[src/rtl/qpsk_pkg.sv]
// ----------------------------------------------------------------------------
// qpsk_pkg
//   Shared constants for the QPSK link (tx and rx use the same filter).
//   Holds the default matched-filter geometry, sample widths, the
//   oversampling factor and the root-raised-cosine tap set.
//   No ports; import with qpsk_pkg::*.
// ----------------------------------------------------------------------------
package qpsk_pkg;

    localparam int QPSK_NTAPS  = 24;
    localparam int QPSK_COEF_W = 8;
    localparam int QPSK_IN_W   = 9;
    localparam int QPSK_OS     = 4;
    localparam int QPSK_ACC_W  = QPSK_IN_W + QPSK_COEF_W + $clog2(QPSK_NTAPS);

    // Tap 0 sits in the most significant byte.
    localparam logic [QPSK_NTAPS*QPSK_COEF_W-1:0] QPSK_RRC_COEF = {
        8'h00, 8'hFE, 8'hFF, 8'h00, 8'h02, 8'h00, 8'hFB, 8'hF5,
        8'hF9, 8'h0A, 8'h25, 8'h3E, 8'h48, 8'h3E, 8'h25, 8'h0A,
        8'hF9, 8'hF5, 8'hFB, 8'h00, 8'h02, 8'h00, 8'hFF, 8'hFE
    };

endpackage

[src/rtl/rx_fir.sv]
// ----------------------------------------------------------------------------
// rx_fir
//   Matched filter for the QPSK receiver: an NTAPS-deep delay line of
//   signed samples and a full-precision multiply-accumulate whose result
//   is registered. Latency: sample at edge n reaches o_filt after edge n+1.
//
//   Ports:
//     i_clk     in   1       clock, rising edge
//     i_rst     in   1       synchronous active-high reset (clears history)
//     i_sample  in   IN_W    signed input sample
//     o_filt    out  ACC_W   signed filter output, full precision
// ----------------------------------------------------------------------------
module rx_fir
    import qpsk_pkg::*;
#(
    parameter int                          NTAPS  = QPSK_NTAPS,
    parameter int                          COEF_W = QPSK_COEF_W,
    parameter int                          IN_W   = QPSK_IN_W,
    parameter logic [NTAPS*COEF_W-1:0]     COEF   = QPSK_RRC_COEF,
    parameter int                          ACC_W  = IN_W + COEF_W + $clog2(NTAPS)
) (
    input  logic                    i_clk,
    input  logic                    i_rst,
    input  logic signed [IN_W-1:0]  i_sample,
    output logic signed [ACC_W-1:0] o_filt
);

    logic signed [IN_W-1:0]  r_d [NTAPS];
    logic signed [ACC_W-1:0] r_filt;
    logic signed [ACC_W-1:0] w_acc;

    // Every product is formed at ACC_W after sign extension of both
    // operands, so the sum is exact for the worst-case |sum|.
    always_comb begin
        w_acc = '0;
        for (int unsigned k = 0; k < NTAPS; k++) begin
            w_acc = w_acc
                  + ACC_W'($signed(COEF[COEF_W*(NTAPS-1-k) +: COEF_W]))
                  * ACC_W'(r_d[k]);
        end
    end

    always_ff @(posedge i_clk) begin
        if (i_rst) begin
            for (int unsigned k = 0; k < NTAPS; k++) begin
                r_d[k] <= '0;
            end
            r_filt <= '0;
        end else begin
            r_d[0] <= i_sample;
            for (int unsigned k = 1; k < NTAPS; k++) begin
                r_d[k] <= r_d[k-1];
            end
            r_filt <= w_acc;
        end
    end

    assign o_filt = r_filt;

endmodule

[src/rtl/rx.sv]
// ----------------------------------------------------------------------------
// rx
//   QPSK baseband receiver: matched filter (rx_fir), decimation by OS at a
//   live-selectable phase, and a hard-decision slicer (>= 0 gives 1).
//   All outputs are registered.
//
//   Ports:
//     clk        in   1              clock, rising edge
//     rst        in   1              synchronous active-high reset
//     rx_in      in   IN_W           signed sample, one per clk
//     phase      in   $clog2(OS)     decimation phase select
//     rx_filt    out  ACC_W          signed matched-filter output
//     bit_out    out  1              sliced symbol bit (holds between strobes)
//     bit_valid  out  1              one-cycle strobe, bit_out is new
// ----------------------------------------------------------------------------
module rx
    import qpsk_pkg::*;
#(
    parameter int                          NTAPS  = QPSK_NTAPS,
    parameter int                          COEF_W = QPSK_COEF_W,
    parameter int                          IN_W   = QPSK_IN_W,
    parameter int                          OS     = QPSK_OS,
    parameter logic [NTAPS*COEF_W-1:0]     COEF   = QPSK_RRC_COEF,
    localparam int                         ACC_W  = IN_W + COEF_W + $clog2(NTAPS),
    localparam int                         PH_W   = $clog2(OS)
) (
    input  logic                    clk,
    input  logic                    rst,
    input  logic signed [IN_W-1:0]  rx_in,
    input  logic [PH_W-1:0]         phase,
    output logic signed [ACC_W-1:0] rx_filt,
    output logic                    bit_out,
    output logic                    bit_valid
);

    logic signed [ACC_W-1:0] w_filt;
    logic                    w_strobe;
    logic [PH_W-1:0]         r_cnt;
    logic                    r_bit;
    logic                    r_valid;

    rx_fir #(
        .NTAPS  (NTAPS),
        .COEF_W (COEF_W),
        .IN_W   (IN_W),
        .COEF   (COEF),
        .ACC_W  (ACC_W)
    ) u_fir (
        .i_clk    (clk),
        .i_rst    (rst),
        .i_sample (rx_in),
        .o_filt   (w_filt)
    );

    // phase is compared live; a change simply moves the next match point.
    assign w_strobe = (r_cnt == phase);

    // OS is a power of two, so the counter wraps naturally.
    always_ff @(posedge clk) begin
        if (rst) begin
            r_cnt   <= '0;
            r_bit   <= 1'b0;
            r_valid <= 1'b0;
        end else begin
            r_cnt   <= r_cnt + PH_W'(1);
            r_valid <= w_strobe;
            if (w_strobe) begin
                r_bit <= ~w_filt[ACC_W-1];
            end
        end
    end

    assign rx_filt   = w_filt;
    assign bit_out   = r_bit;
    assign bit_valid = r_valid;

endmodule

[config.mk]
export PLATFORM = sky130hd
export DESIGN_NAME = rx
export DESIGN_NICKNAME = d
export VERILOG_FILES = /design/src/rtl/qpsk_pkg.sv /design/src/rtl/rx_fir.sv /design/src/rtl/rx.sv
export SDC_FILE = /design/constraint.sdc
export NUM_CORES = 1
export LEC_CHECK = 0
export CAP_MARGIN = 20
export CORE_MARGIN = 4
export CORE_UTILIZATION = 55
export DETAILED_ROUTE_END_ITERATION = 10
export PLACE_DENSITY = 0.71
export SKIP_CTS_REPAIR_TIMING = 1
export SYNTH_ARGS = -nofsm -noshare
export SYNTH_HDL_FRONTEND = slang
export SYNTH_SLANG_ARGS = --single-unit
[constraint.sdc]
create_clock -name clk -period 11.8 [get_ports clk]
set_input_delay 2.95 -clock clk [delete_from_list [all_inputs] [get_ports clk]]
set_output_delay 2.95 -clock clk [all_outputs]
set_load 0.05 [all_outputs]
## After elaboration in Yosys (flattened, before gate mapping)

Memories as Yosys holds them, arrays and structs flattened.
Cells that the tools add are included.

- Add/sub/neg operators: 23
- $mul: 13
- Eq/ne operators: 1
- Muxes and demuxes: 27
- Bitwise gates (word level): 25

Operators with widths:

| cell | count |
|---|---|
| 22-bit adder | 16 |
| 9-bit 2-to-1 mux | 24 |
| 4-bit by 9-bit multiplier with 13-bit output, first input constant | 6 |
| 22-bit by 10-bit adder with 22-bit output | 2 |
| 9-bit negator with 22-bit output | 2 |
| 5-bit by 9-bit multiplier with 14-bit output, first input constant | 3 |
| 9-bit negator with 21-bit output | 2 |
| 7-bit by 9-bit multiplier with 16-bit output, first input constant | 2 |
| 6-bit by 9-bit multiplier with 15-bit output, first input constant | 2 |
| 1-bit bitwise OR | 24 |
| 1-bit 2-to-1 mux | 3 |
| 2-bit by 1-bit adder with 2-bit output, second input constant | 1 |
| 2-bit == test | 1 |
| 1-bit inverter | 1 |

- Register bits after elaboration: 26
- Memory bits (writable): 216
- Input port bits: 13
- Output and inout bits: 24
- Logic and storage cells: 94
- Memories kept: 1

Memory list:

| name | words | bits a word | rd ports | clocked after Yosys merged registers in | wr ports | line | RTL |
|---|---|---|---|---|---|---|---|
| u_fir.r_d | 24 | 9 | 24 | 0 | 24 | rx_fir.sv:28 | `logic signed [IN_W-1:0] r_d [NTAPS];` |

## Longest topological paths before layout

Gate-level depths: netlist of run 1.
An unclocked memory read counts as a cell.

- Depth in word-level cells: 20
- Depth in mapped cells: 36
- Depth with buffers taken out: 36

## Cells and area by module

Synthesis of run 1 repeated with hierarchy kept, for this count alone.

- Cell total of the unflattened synthesis: 2428
- Area total of the unflattened synthesis: 24788.8 µm²

Modules (own cells, without submodules):

| module | instances | cells each | area an instance (µm²) | sequential area each (µm²) |
|---|---|---|---|---|
| rx_fir | 1 | 2415 | 24649.9 | 4764.6 |
| rx | 1 | 13 | 138.9 | 80.1 |

## Worst setup path after synthesis of run 1

Ideal clock, no wire load.

- Kind: register -> register
- Start point: memory u_fir.r_d[0][64] (netlist bit)
- End point: register u_fir.r_filt[21], in the netlist u_fir.o_filt[21]
- Setup time: 72 ps
- Data arrival time: 8448 ps
- Data required time: 11728 ps
- Slack: 3280 ps
- Stages on the path, launching flop included: 36
- Path buffers: 0
- Clock period less this slack: 8520 ps
- Path through: dfxtp_1 inv_1 ha_1 fa_1 inv_1 fa_1 inv_1 ha_1 a21o_1 a21oi_1 o21ai_0 a21oi_1 o21ai_0 a21o_1 a21o_1 xnor2_1 fa_1 inv_1 fa_1 inv_1 fa_1 inv_1 fa_1 fa_1 inv_1 fa_1 inv_1 ha_1 a21oi_1 nand2_1 nor3_1 a21oi_1 a21oi_1 a21oi_1 or3_1 mux2i_1

RTL lines:

| element | line | RTL |
|---|---|---|
| start, declared | rx_fir.sv:28 |  |
| end signal, assigned | rx_fir.sv:54 | `r_filt <= w_acc;` |
| end, declared | rx_fir.sv:29 | `logic signed [ACC_W-1:0] r_filt;` |

==> results of run 1 <==
[placed cells by master (no fill, tap or decap), types with 38 or more instances in the layout]
master	instances
a21o_1	38
a21oi_1	68
dfxtp_1	242
fa_1	391
ha_1	356
inv_1	623
nand2_1	46
nor2_1	152
nor2b_1	161
o21ai_0	52
xnor2_1	126
xor2_1	61
[metal layers]
metal	vias to the layer above	track usage, %	part of all wire, %	routed length [um]
li1	7756	-	-	-
met1	8103	31.01	44	24400
met5	-	0	0	0
met3	88	3.231	3.9	2143
met4	0	5.542	2.7	1484
met2	244	39.78	49	27390
[state kept, by name, indices dropped and copies added, names as in the netlist]
register      count
bit_out           1
bit_valid         1
r_cnt             2
u_fir.o_filt     22
u_fir.r_d       216
[per-stage QoR]
stage                     area [um2]  total power [uW]
final                          27350              3421
after global routing           27350              3621
after CTS                      27330              3439
after detailed placement       26160              2346
after global placement         26160              2296
after floorplan                25140              1953
[power groups by stage]
stage                     Combinational, uW  Clock (uW)  Sequential (uW)
after global placement                 1410           0              890
after CTS                              1470        1100              873
final                                  1470        1080              873
after detailed placement               1460           0              891
after global routing                   1610        1130              876
after floorplan                         971           0              982
[cells in the mapped netlist, types with 19 or more instances]
cell | n | area (um2)
nand2b_1 | 19 | 118.9
clkbuf_1 | 27 | 101.4
o21ai_0 | 52 | 260.3
nand2_1 | 46 | 172.7
nor2b_1 | 161 | 1007
inv_1 | 623 | 2338
ha_1 | 356 | 4454
xor2_1 | 61 | 534.3
nor2_1 | 152 | 570.6
a21o_1 | 38 | 285.3
nor3_1 | 19 | 95.09
fa_1 | 391 | 7828
a21oi_1 | 68 | 340.3
dfxtp_1 | 242 | 4845
xnor2_1 | 126 | 1104
[kinds of logic after synthesis]
| kind of cell | after synthesis | synth area share (%) |
|---|---|---|
| adder cells (fa/ha/maj) | 747 | 48.86 |
| buffers and inverters | 651 | 9.726 |
| AND/OR/NAND/NOR | 435 | 8.795 |
| flip-flops | 242 | 19.27 |
| AO/OA/AOI/OAI | 239 | 6.137 |
| XOR/XNOR | 189 | 6.645 |
| multiplexers | 13 | 0.5674 |
[critical path: cells and delay by family, from the launching register on]
family,cells,cell delay (ps)
flip-flops,1,330
buffers and inverters,8,540
XOR/XNOR,1,570
adder cells (fa/ha/maj),11,4780
AO/OA/AOI/OAI,11,2280
multiplexers,1,140
AND/OR/NAND/NOR,3,650
[final timing paths]
path / start / end / slack [ps] / cells after the start
min: u_fir.r_d[0][50]$_SDFF_PP0_ / u_fir.r_d[0][59]$_SDFF_PP0_ / 430 / 1
max: u_fir.r_d[0][64]$_SDFF_PP0_ / u_fir.o_filt[21]$_SDFF_PP0_ / 2400 / 35
min reg2reg: u_fir.r_d[0][50]$_SDFF_PP0_ / u_fir.r_d[0][59]$_SDFF_PP0_ / 430 / 1
max reg2reg: u_fir.r_d[0][64]$_SDFF_PP0_ / u_fir.o_filt[21]$_SDFF_PP0_ / 2400 / 35
[cell type report]
cell class,count,area (um2)
Tap cell,600,750.7
Inverter,623,2338
Clock inverter,20,347.8
Fill cell,3850,17940
Clock buffer,36,823.3
Timing Repair Buffer,39,394.1
Multi-Input combinational cell,1623,17850
Sequential cell,242,4845
==> run summary, run 1 <==
Final max-slew violation count - 0
DR WL/cell - 17.41 um
Worst Tran Pin Value - 979.1 ps
Min-Delay Path Class - flip-flop to flip-flop
Total global routing overflow - 0
DR vias - 16191
Die Width - 221.8 um
Data required, critical path - 12320 ps
Detailed Route Iter0 Violations - 802
Maximum capacitance violations - 0
Psw - 1310 uW
Leakage - 0.01356 uW
Status - finished, final reports clean
FP Rows - 78
Max stage delay on crit path - 570 ps
Share of layout cells above drive strength 1 - 3.291%
Sequential fraction of the synthesis area - 19.27%
Vias in the first global route - 17705
Critical Path Fanout Max - 6
Antenna-violating nets left - 0
Setup Skew - 24.20 ps
Placed insts - 3126
Yosys synthesis warning count - 0
Root buffer cell - clkbuf_16
CORE AREA - 45280 um2
Min Clock Period, post-route - 9395 ps
FMAX - 106.4 MHz
Power share of the combinational group - 42.9%
Tcrit/Tclk final - 79.62%
Fin Hold WS - 426.7 ps
Final count of negative-setup-slack endpoints - 0
Starting density of the core - 55.51%
H-Tree Depth - 1
CTS tree - done
Slew margin rel. - 34.26%
Maximum root-to-sink buffer count - 3
Clock power share - 31.6%
Area growth, synth to finish - 8.790%
Crit start category - flip-flop
Cell variety after synth - 52
Setup TNS - 0 ps
Post-DP HPWL - 46710 um
Initial DRT Pass Iterations - 5
Clock slew at reported path FFs - 60 ps
Mean Syn Cell Area - 9.991 um2
N_diodes - 0
First-pass GRT wire length - 90820 um
Seq pwr share - 25.5%
Peak supply drop - 0.1313 mV
Syn Inst Count - 2516
Setup CP Type - flip-flop to flip-flop
Commonest register cell after synthesis - dfxtp_1
Register bit total from synthesis - 242
Initial antenna violation count - 0
Pwr per Cell Area - 125.1 nW/um2
Largest net degree at the start of global routing - 88
Synth async-reset ratio - 0%
Die footprint - 49190 um2
Die Y-Extent - 221.8 um
IO buf count - 36
Critical path's slowest cell - xnor2_1
Worst Path Arrival - 9920 ps
Vias per cell - 5.087
Global placer's final weighted congestion - 0.9042
Final Hold Viols - 0
Switching Share - 38.30%
Number of synthesized flops with an enable pin - 0
I/O pins - 37
Area of the mapped netlist - 25140 um2
Post-Layout Cell Count - 3183
Clock insertion delay at the later pin of the skew report - 600 ps
Clk sink count - 242
Post-Route WL - 55420 um
Syn Nets - 3276
Post-place setup slack - 2433 ps
Final Util - 60.39%
Worst setup margin - 2405 ps
CP endpoint kind - flip-flop
GRT Util Overall - 23.04%
RSZ-0062 raised after global routing - no
Nets - 3319
Total internal power - 2111 uW
DRC - 0
CTS buffer count - 30
No activity file was read; power rests on OpenSTA's default activity.
==> inputs of run 2 (changes only) <==
clock period = 9.65 ns   (was 11.8 ns; I/O delays follow)
==> run 2 against run 1 <==
  * Clock-buffer cell count grew 3
  * First-iteration DRC count shrank 6.2%
  * Cell count is essentially flat
  * Clock power grew 17%
  * Worst setup slack lost 1800 ps
  * Largest power group unchanged
==> run summary, run 2 (synthesized netlist as in run 1, its figures left out) <==
Status - finished, final reports clean
Setup TNS - 0 ps (unchanged)
Setup Skew - 27.67 ps (+3.478 ps)
Clk sink count - 242 (unchanged)
Commonest non-fill, non-tap cells in the layout - inv_1 (623), fa_1 (391), ha_1 (356)
CORE AREA - 45280 um2 (unchanged)
Die Y-Extent - 221.8 um (unchanged)
Worst Hold Depth - 1 (unchanged)
Overall power - 4115 uW (+20%)
Leakage - 0.01356 uW (about the same)
Largest reg by FF count - u_fir.r_d
WHS Endpoint - u_fir.r_d[2][62]$_SDFF_PP0_
Commonest non-fill, non-tap cell in the layout - inv_1
Vias per cell - 5.084 (about the same)
Setup CP Type - flip-flop to flip-flop
Critical path's slowest cell - fa_1
Initial DRT Pass Iterations - 5 (unchanged)
Pwr per Cell Area - 150.7 nW/um2 (+20%)
Nets - 3321 (+0.060%)
Clock slew at reported path FFs - 60 ps (about the same)
CP endpoint kind - flip-flop
N_diodes - 0 (unchanged)
Global placer's final weighted congestion - 0.9123 (+0.90%)
Vias in the first global route - 17647 (-0.33%)
Final count of negative-setup-slack endpoints - 0 (unchanged)
CTS tree - done
Worst hold start - u_fir.r_d[2][53]$_SDFF_PP0_
FF-to-FF End - u_fir.o_filt[21]$_SDFF_PP0_
Worst Tran Pin Value - 1093 ps (+114.3 ps)
Slew margin rel. - 26.75% (-7.5 points)
IO buf count - 36 (unchanged)
Post-place setup slack - 441.4 ps (-1992 ps)
Final Hold Viols - 0 (unchanged)
Min-Delay Path Class - flip-flop to flip-flop
# fillers - 3744 (-2.8%)
Maximum capacitance violations - 0 (unchanged)
DR vias - 16193 (+0.012%)
Final Util - 60.31% (-0.080 points)
CTS buffer count - 30 (unchanged)
Area growth, synth to finish - 8.646%
FP Rows - 78 (unchanged)
First-pass GRT wire length - 90420 um (-0.45%)
Worst r2r src - u_fir.r_d[0][64]$_SDFF_PP0_
Worst reg-to-reg setup slack - 570 ps (-1840 ps)
RSZ-0062 raised after global routing - no
Critical Path Fanout Max - 6 (unchanged)
I/O pins - 37 (unchanged)
Peak supply drop - 0.1913 mV (+46%)
Max stage delay on crit path - 540 ps (-30 ps)
GRT Util Overall - 22.89% (-0.15 points)
DRC - 0 (unchanged)
Clock insertion delay at the later pin of the skew report - 600 ps (about the same)
H-Tree Depth - 1 (unchanged)
Post-DP HPWL - 46160 um (-1.2%)
Final max-slew violation count - 0 (unchanged)
Data required, critical path - 10160 ps (-2160 ps)
Tcrit/Tclk final - 94.11% (+14 points)
Crit start category - flip-flop
Worst reg2reg path depth - 36 (+2.9%)
Largest net degree at the start of global routing - 96 (+9.1%)
Largest register FFs - 216 (unchanged)
Total global routing overflow - 0 (unchanged)
Detailed Route Iter0 Violations - 752 (-6.2%)
Post-Route WL - 54830 um (-1.1%)
Min Clock Period, post-route - 9081 ps (-313.9 ps)
Maximum root-to-sink buffer count - 3 (unchanged)
Root buffer cell - clkbuf_16
DR WL/cell - 17.22 um (-1.1%)
Worst Path Arrival - 9590 ps (-330 ps)
Die footprint - 49190 um2 (unchanged)
Share of layout cells above drive strength 1 - 3.404% (+0.11 points)
Worst setup margin - 568.6 ps (-1836 ps)
CP startpoint - u_fir.r_d[0][64]$_SDFF_PP0_
Starting density of the core - 55.51% (unchanged)
Die Width - 221.8 um (unchanged)
FMAX - 110.1 MHz (+3.5%)
Initial antenna violation count - 0 (unchanged)
Antenna-violating nets left - 0 (unchanged)
==> run 2: cell types whose count changed in the layout (fill, tap and decap cells not counted), sizes merged <==
cell / delta
buf: +2
bufinv: -2
clkbuf: +3
clkinv: +5
clkinvlp: -2
inv: -4
==> run 2: final cells by class <==
type                    count  area [um2]  area share [%]
well taps                 600       750.7           2.749
repair buffers             41       401.6           1.471
multi-input cells        1623       17870           65.43
clock buffers              39       834.6           3.056
flip-flops and latches    242        4845           17.74
inverters                 623        2338           8.562
clock inverters            17       270.3          0.9896
==> run 2: per-stage QoR <==
step	hold slack, ps	instances	instance area, um2
floorplan	413.8	2516	25140
global placement	418.6	3129	26180
detailed placement	422.0	3129	26180
CTS	431.9	3185	27290
global route	438.3	3185	27310
finish	427.7	3185	27310
==> run 2: metal layers <==
layer,vias to the layer above,track usage [%],wire (um)
met5,-,0,0
li1,7759,-,-
met3,84,3.495,2354
met2,229,39.39,26880
met1,8121,30.68,24120
met4,0,5.662,1483
==> run 2: worst max path at each step <==
stage,to,cells after the start
global placement,u_fir.o_filt[21]$_SDFF_PP0_,34
global route,u_fir.o_filt[21]$_SDFF_PP0_,36
floorplan,u_fir.o_filt[21]$_SDFF_PP0_,35
detailed placement,u_fir.o_filt[21]$_SDFF_PP0_,36
CTS,u_fir.o_filt[21]$_SDFF_PP0_,36
finish,u_fir.o_filt[21]$_SDFF_PP0_,36
==> run 2: worst max-delay path: cells and delay by family (launching register included) <==
kind	cells	cell delay, ps
adder cells (fa/ha/maj)	11	5040
buffers and inverters	9	670
XOR/XNOR	1	140
flip-flops	1	330
AND/OR/NAND/NOR	3	610
AO/OA/AOI/OAI	11	2060
multiplexers	1	130
==> run 2: where the power goes <==
group	switching [uW]	leakage, uW	total (uW)	internal (uW)
Combinational	1070	0.0111	1790	721
Clock	485	0.000542	1260	771
Sequential	16.2	0.00196	1070	1050
Total	1570	0.0136	4110	2540
==> inputs of run 3 (changes only) <==
CORE_ASPECT_RATIO = 1.5   (was not set)
GPL_ROUTABILITY_DRIVEN = 1   (was not set)
==> run 3 against run 2 <==
  * Maximum frequency is 0.80% lower
  * Worst hold slack gained 13 ps
  * Sequential cell count stayed put
  * Sequential power hardly changed
  * Largest cell class unchanged
  * Register-to-register slack worse by 70 ps
  * Clock power fell by 19%
  * Combinational power hardly changed
  * Core utilization fell by 0.31 points
  * Highest routed layer unchanged
==> run summary, run 3 (synthesized netlist as in run 1, its figures left out) <==
Min Clock Period, post-route - 9155 ps (+73.48 ps)
Setup CP Type - flip-flop to flip-flop
Max stage delay on crit path - 530 ps (about the same)
# fillers - 3745 (+0.027%)
Post-Route WL - 56890 um (+3.7%)
Nets - 3316 (-0.15%)
Largest register FFs - 216 (unchanged)
CP startpoint - u_fir.r_d[0][64]$_SDFF_PP0_
Worst reg-to-reg setup slack - 500 ps (-70 ps)
Worst Path Arrival - 9640 ps (+50 ps)
CTS buffer count - 26 (-13%)
IO buf count - 36 (unchanged)
Final max-slew violation count - 0 (unchanged)
DR vias - 16265 (+0.44%)
Detailed Route Iter0 Violations - 666 (-11%)
Status - finished, final reports clean
Most used cell along the critical path - fa_1
Leakage - 0.01342 uW (-1.0%)
Worst r2r src - u_fir.r_d[0][64]$_SDFF_PP0_
Global placer's final weighted congestion - 0.9391 (+2.9%)
Antenna-violating nets left - 0 (unchanged)
Commonest non-fill, non-tap cells in the layout - inv_1 (623), fa_1 (391), ha_1 (356)
Maximum capacitance violations - 0 (unchanged)
Data required, critical path - 10140 ps (-20 ps)
Setup TNS - 0 ps (unchanged)
FMAX - 109.2 MHz (-0.80%)
Critical path's slowest cell - fa_1
Final count of negative-setup-slack endpoints - 0 (unchanged)
Pwr per Cell Area - 144.6 nW/um2 (-4.0%)
DRC - 0 (unchanged)
Largest net degree at the start of global routing - 173 (+80%)
Peak supply drop - 0.1621 mV (-15%)
I/O pins - 37 (unchanged)
CORE AREA - 45050 um2 (-0.52%)
DR WL/cell - 18.02 um (+4.7%)
Final Util - 60.00% (-0.31 points)
Die Width - 182.6 um (-18%)
CP endpoint kind - flip-flop
FF-to-FF End - u_fir.o_filt[21]$_SDFF_PP0_
Critical Path Fanout Max - 6 (unchanged)
N_diodes - 0 (unchanged)
Vias in the first global route - 18070 (+2.4%)
First-pass GRT wire length - 92610 um (+2.4%)
Worst Hold Depth - 1 (unchanged)
FP Rows - 95 (+22%)
Tcrit/Tclk final - 94.87% (+0.76 points)
Initial DRT Pass Iterations - 5 (unchanged)
Worst reg2reg path depth - 34 (-5.6%)
Largest reg by FF count - u_fir.r_d
Area growth, synth to finish - 7.521%
Root buffer cell - clkbuf_16
Vias per cell - 5.154 (+1.4%)
Share of layout cells above drive strength 1 - 2.914% (-0.49 points)
Starting density of the core - 55.80% (+0.29 points)
Setup Skew - 10.44 ps (-17.23 ps)
CTS tree - done
RSZ-0062 raised after global routing - no
Initial antenna violation count - 0 (unchanged)
Commonest non-fill, non-tap cell in the layout - inv_1
Clk sink count - 242 (unchanged)
GRT Util Overall - 23.83% (+0.94 points)
Min-Delay Path Class - flip-flop to flip-flop
Die footprint - 49260 um2 (+0.14%)
Post-DP HPWL - 48450 um (+5.0%)
Slew margin rel. - 31.40% (+4.6 points)
Total global routing overflow - 0 (unchanged)
Worst Tran Pin Value - 1024 ps (-69.34 ps)
Crit start category - flip-flop
Clock slew at reported path FFs - 70 ps (about the same)
Critical path endpoint - u_fir.o_filt[21]$_SDFF_PP0_
Clock insertion delay at the later pin of the skew report - 560 ps (-40 ps)
Maximum root-to-sink buffer count - 3 (unchanged)
Final Hold Viols - 0 (unchanged)
H-Tree Depth - 1 (unchanged)
Die Y-Extent - 269.8 um (+22%)
## run 3: cell count changes in the layout (fill, tap and decap cells not counted), sizes merged
cell | before | now
clkbuf | 40 | 33
buf | 5 | 4
bufinv | 6 | 2
clkinvlp | 1 | 3
clkinv | 10 | 7
inv | 623 | 625
## run 3: final cells by class
class / instances / area (um2) / area share, %
multi-input cells: 1623 / 17860 / 66.08
clock buffers: 32 / 693.2 / 2.565
flip-flops and latches: 242 / 4845 / 17.92
clock inverters: 14 / 157.7 / 0.5833
inverters: 623 / 2338 / 8.652
repair buffers: 40 / 406.6 / 1.504
well taps: 582 / 728.2 / 2.694
## run 3: where the power goes
group	internal [uW]	switching, uW	leakage [uW]
Combinational	722	1100	0.0110
Sequential	1050	15.6	0.00196
Clock	570	452	0.000408
## run 3: per-stage QoR
stage	power (uW)	hold slack (ps)	setup WS (ps)	std cells	cell area, um2
2_1_floorplan	2388	413.8	1130	2516	25140
3_3_place_gp	2842	416.6	625.2	3110	26170
3_5_place_dp	2894	423.1	346.6	3110	26170
4_1_cts	3936	443.7	311.3	3156	27020
5_1_grt	4160	453.8	14.24	3156	27030
6_report	3908	440.7	495.1	3156	27030
## run 3: worst min path at each step
| stage | start | endpoint |
|---|---|---|
| finish | u_fir.r_d[2][48]$_SDFF_PP0_ | u_fir.r_d[2][57]$_SDFF_PP0_ |
| global route | u_fir.r_d[2][31]$_SDFF_PP0_ | u_fir.r_d[2][40]$_SDFF_PP0_ |
| CTS | u_fir.r_d[2][49]$_SDFF_PP0_ | u_fir.r_d[2][58]$_SDFF_PP0_ |
| detailed placement | u_fir.r_d[2][46]$_SDFF_PP0_ | u_fir.r_d[2][55]$_SDFF_PP0_ |
| global placement | u_fir.r_d[0][2]$_SDFF_PP0_ | u_fir.r_d[0][11]$_SDFF_PP0_ |
| floorplan | u_fir.r_d[0][1]$_SDFF_PP0_ | u_fir.r_d[0][10]$_SDFF_PP0_ |
## run 3: critical path, delay by kind of cell, from the launching register on
family / cells / cell delay (ps)
and+or+nand+nor: 3 / 670
adders and majority gates: 11 / 4830
muxes: 1 / 140
xor gates and xnor gates: 1 / 510
AOI/OAI and AO/OA: 11 / 2170
buffers and inverters: 7 / 420
DFF: 1 / 340
## run 3: per-layer routing
metal,up-vias,track usage [%],part of all wire (%)
met2,251,44.14,54
met5,-,0,0
met1,8140,26.60,37
li1,7735,-,-
met4,0,12.85,6.7
met3,139,2.264,2.5
==> edit (settings of run 1) <==
Set the package constant `QPSK_OS` to 16 (it was 4).
--- a/src/rtl/qpsk_pkg.sv
+++ b/src/rtl/qpsk_pkg.sv
@@ -12,3 +12,3 @@
     localparam int QPSK_IN_W   = 9;
-    localparam int QPSK_OS     = 4;
+    localparam int QPSK_OS     = 16;
     localparam int QPSK_ACC_W  = QPSK_IN_W + QPSK_COEF_W + $clog2(QPSK_NTAPS);
Ports: changed (resized phase); port bits go from 37 to 39. No check against the original RTL was run, so the function may have changed too.
==> edit against run 1 <==
Wire length is 1.3% higher; sequential power up 0.7%; total power fell by 5.2%; sequential share of layout area grew 0.16 points; design area barely moved; sequential cell count rose by 2; first-iteration DRC count is 16% lower; area after synthesis rose by 0.39%; clock skew up 3.0 ps; die area is 0.38% higher; highest routed layer unchanged; worst setup slack gained 510 ps; global-route usage increased by 0.50 points.
==> edit: results (changes against run 1) <==
[global_route]
grt_max_degree = 92  ; +4.5%
grt_pass1_vias = 17880  ; +0.97%
grt_usage = 0.2354  ; +0.004990

[setup_path]
path_max_fanout = 5  ; -1
cpMaxStageDelayCell = fa_1
max_stage_delay_ps = 630  ; +60 ps

[place]
io_buffers = 38  ; +5.6%
place_congestion = 0.8966  ; -0.84%

[yosys]
ys_types = 57  ; +9.6%
synth_area_leaders = fa_1 31%, dfxtp_1 19%, ha_1 18%
synth_compound_area_frac = 0.05493  ; -0.006438
synth_fa_ha_area_frac = 0.4886  ; about the same
synthMuxAreaShare = 0.005652  ; -0.00002222
synth_seq_area_share = 0.1936  ; +0.0008317
ys_top_cells_by_count = 613 x inv_1, 391 x fa_1, 360 x ha_1, 244 x dfxtp_1, 162 x nor2_1
syn_nets = 3293  ; +0.52%

[routing]
drt-met1-wl_mm = 24.72  ; +1.3%
met3_length_mm = 2.273  ; +6.1%
routed_via_density = 5.064  ; -0.44%
route.met2.wl_mm = 27.42  ; about the same
drt_iter0_drc = 675  ; -16%

[clock_network]
path_clk_slew_ps = 70
numCtsBuffers = 30  ; unchanged

[layout]
drive_gt1_frac = 0.03354  ; +0.0006315
nets = 3336  ; +0.51%

[timing]
tightest_slew_ps = 1022  ; +42.55 ps

[run_status]
status = completed

==> edit: cell count changes after synthesis, moves of 4 or more <==
cell             run 1  this run
o21ai_0             52        45
inv_1              623       613
xnor2_1            126       133
nor2_1             152       162
o21bai_1            14        10
nand2_1             46        54
o21ai_1              2         9
ha_1               356       360
==> edit: kinds of logic after synthesis <==
kind of cell,after synthesis
adder cells (fa/ha/maj),751
buffers and inverters,644
AND/OR/NAND/NOR,454
flip-flops,244
AO/OA/AOI/OAI,222
XOR/XNOR,199
multiplexers,13
==> edit: final cells by class <==
class / count / share of cell area
Clock inverter: 19 / 0.008882
Multi-Input combinational cell: 1639 / 0.6558
Tap cell: 600 / 0.02747
Timing Repair Buffer: 41 / 0.01488
Clock buffer: 37 / 0.02990
Inverter: 614 / 0.08433
Sequential cell: 244 / 0.1787
==> edit: power by group through the flow <==
| stage | clock [µW] | sequential [µW] | combinational [µW] |
|---|---|---|---|
| detailed placement | 0 | 898 | 1370 |
| floorplan | 0 | 984 | 941 |
| global placement | 0 | 898 | 1340 |
| global route | 1040 | 881 | 1550 |
| finish | 988 | 879 | 1380 |
| CTS | 1010 | 880 | 1380 |
==> edit: metrics by stage <==
stage	instances	power (µW)	utilization	cell area [µm²]	setup WS [ps]
2_1_floorplan	2527	1924	-	25240	3536
5_1_grt	3194	3463	0.6022	27330	2384
3_3_place_gp	3138	2237	0.5789	26270	3097
3_5_place_dp	3138	2265	0.5789	26270	2967
6_report	3194	3244	0.6022	27330	2915
4_1_cts	3194	3269	0.6022	27330	2921
==> edit: path summary, 6_finish.rpt <==
| path | start | endpoint | slack (ps) | cells past startpoint |
|---|---|---|---|---|
| max reg2reg | u_fir.r_d[1][49] | u_fir.o_filt[21] | 2920 | 31 |
| max | u_fir.r_d[1][49] | u_fir.o_filt[21] | 2920 | 31 |
| min | u_fir.r_d[2][51] | u_fir.r_d[2][60] | 430 | 1 |
| min reg2reg | u_fir.r_d[2][51] | u_fir.r_d[2][60] | 430 | 1 |
==> edit: per-layer routing <==
layer | vias up | GRT usage
met5 | - | 0
met2 | 253 | 0.3989
met3 | 90 | 0.03356
met1 | 8077 | 0.3208
met4 | 0 | 0.06142
li1 | 7755 | -
==> edit: worst max-delay path, delay by kind of cell (launching register included) <==
kind                       cells  cell delay (ps)
AOI/OAI and AO/OA             11             2100
xor gates and xnor gates       2              350
adders and majority gates     11             5240
buffers and inverters          6              450
DFF                            1              460
muxes                          1              210
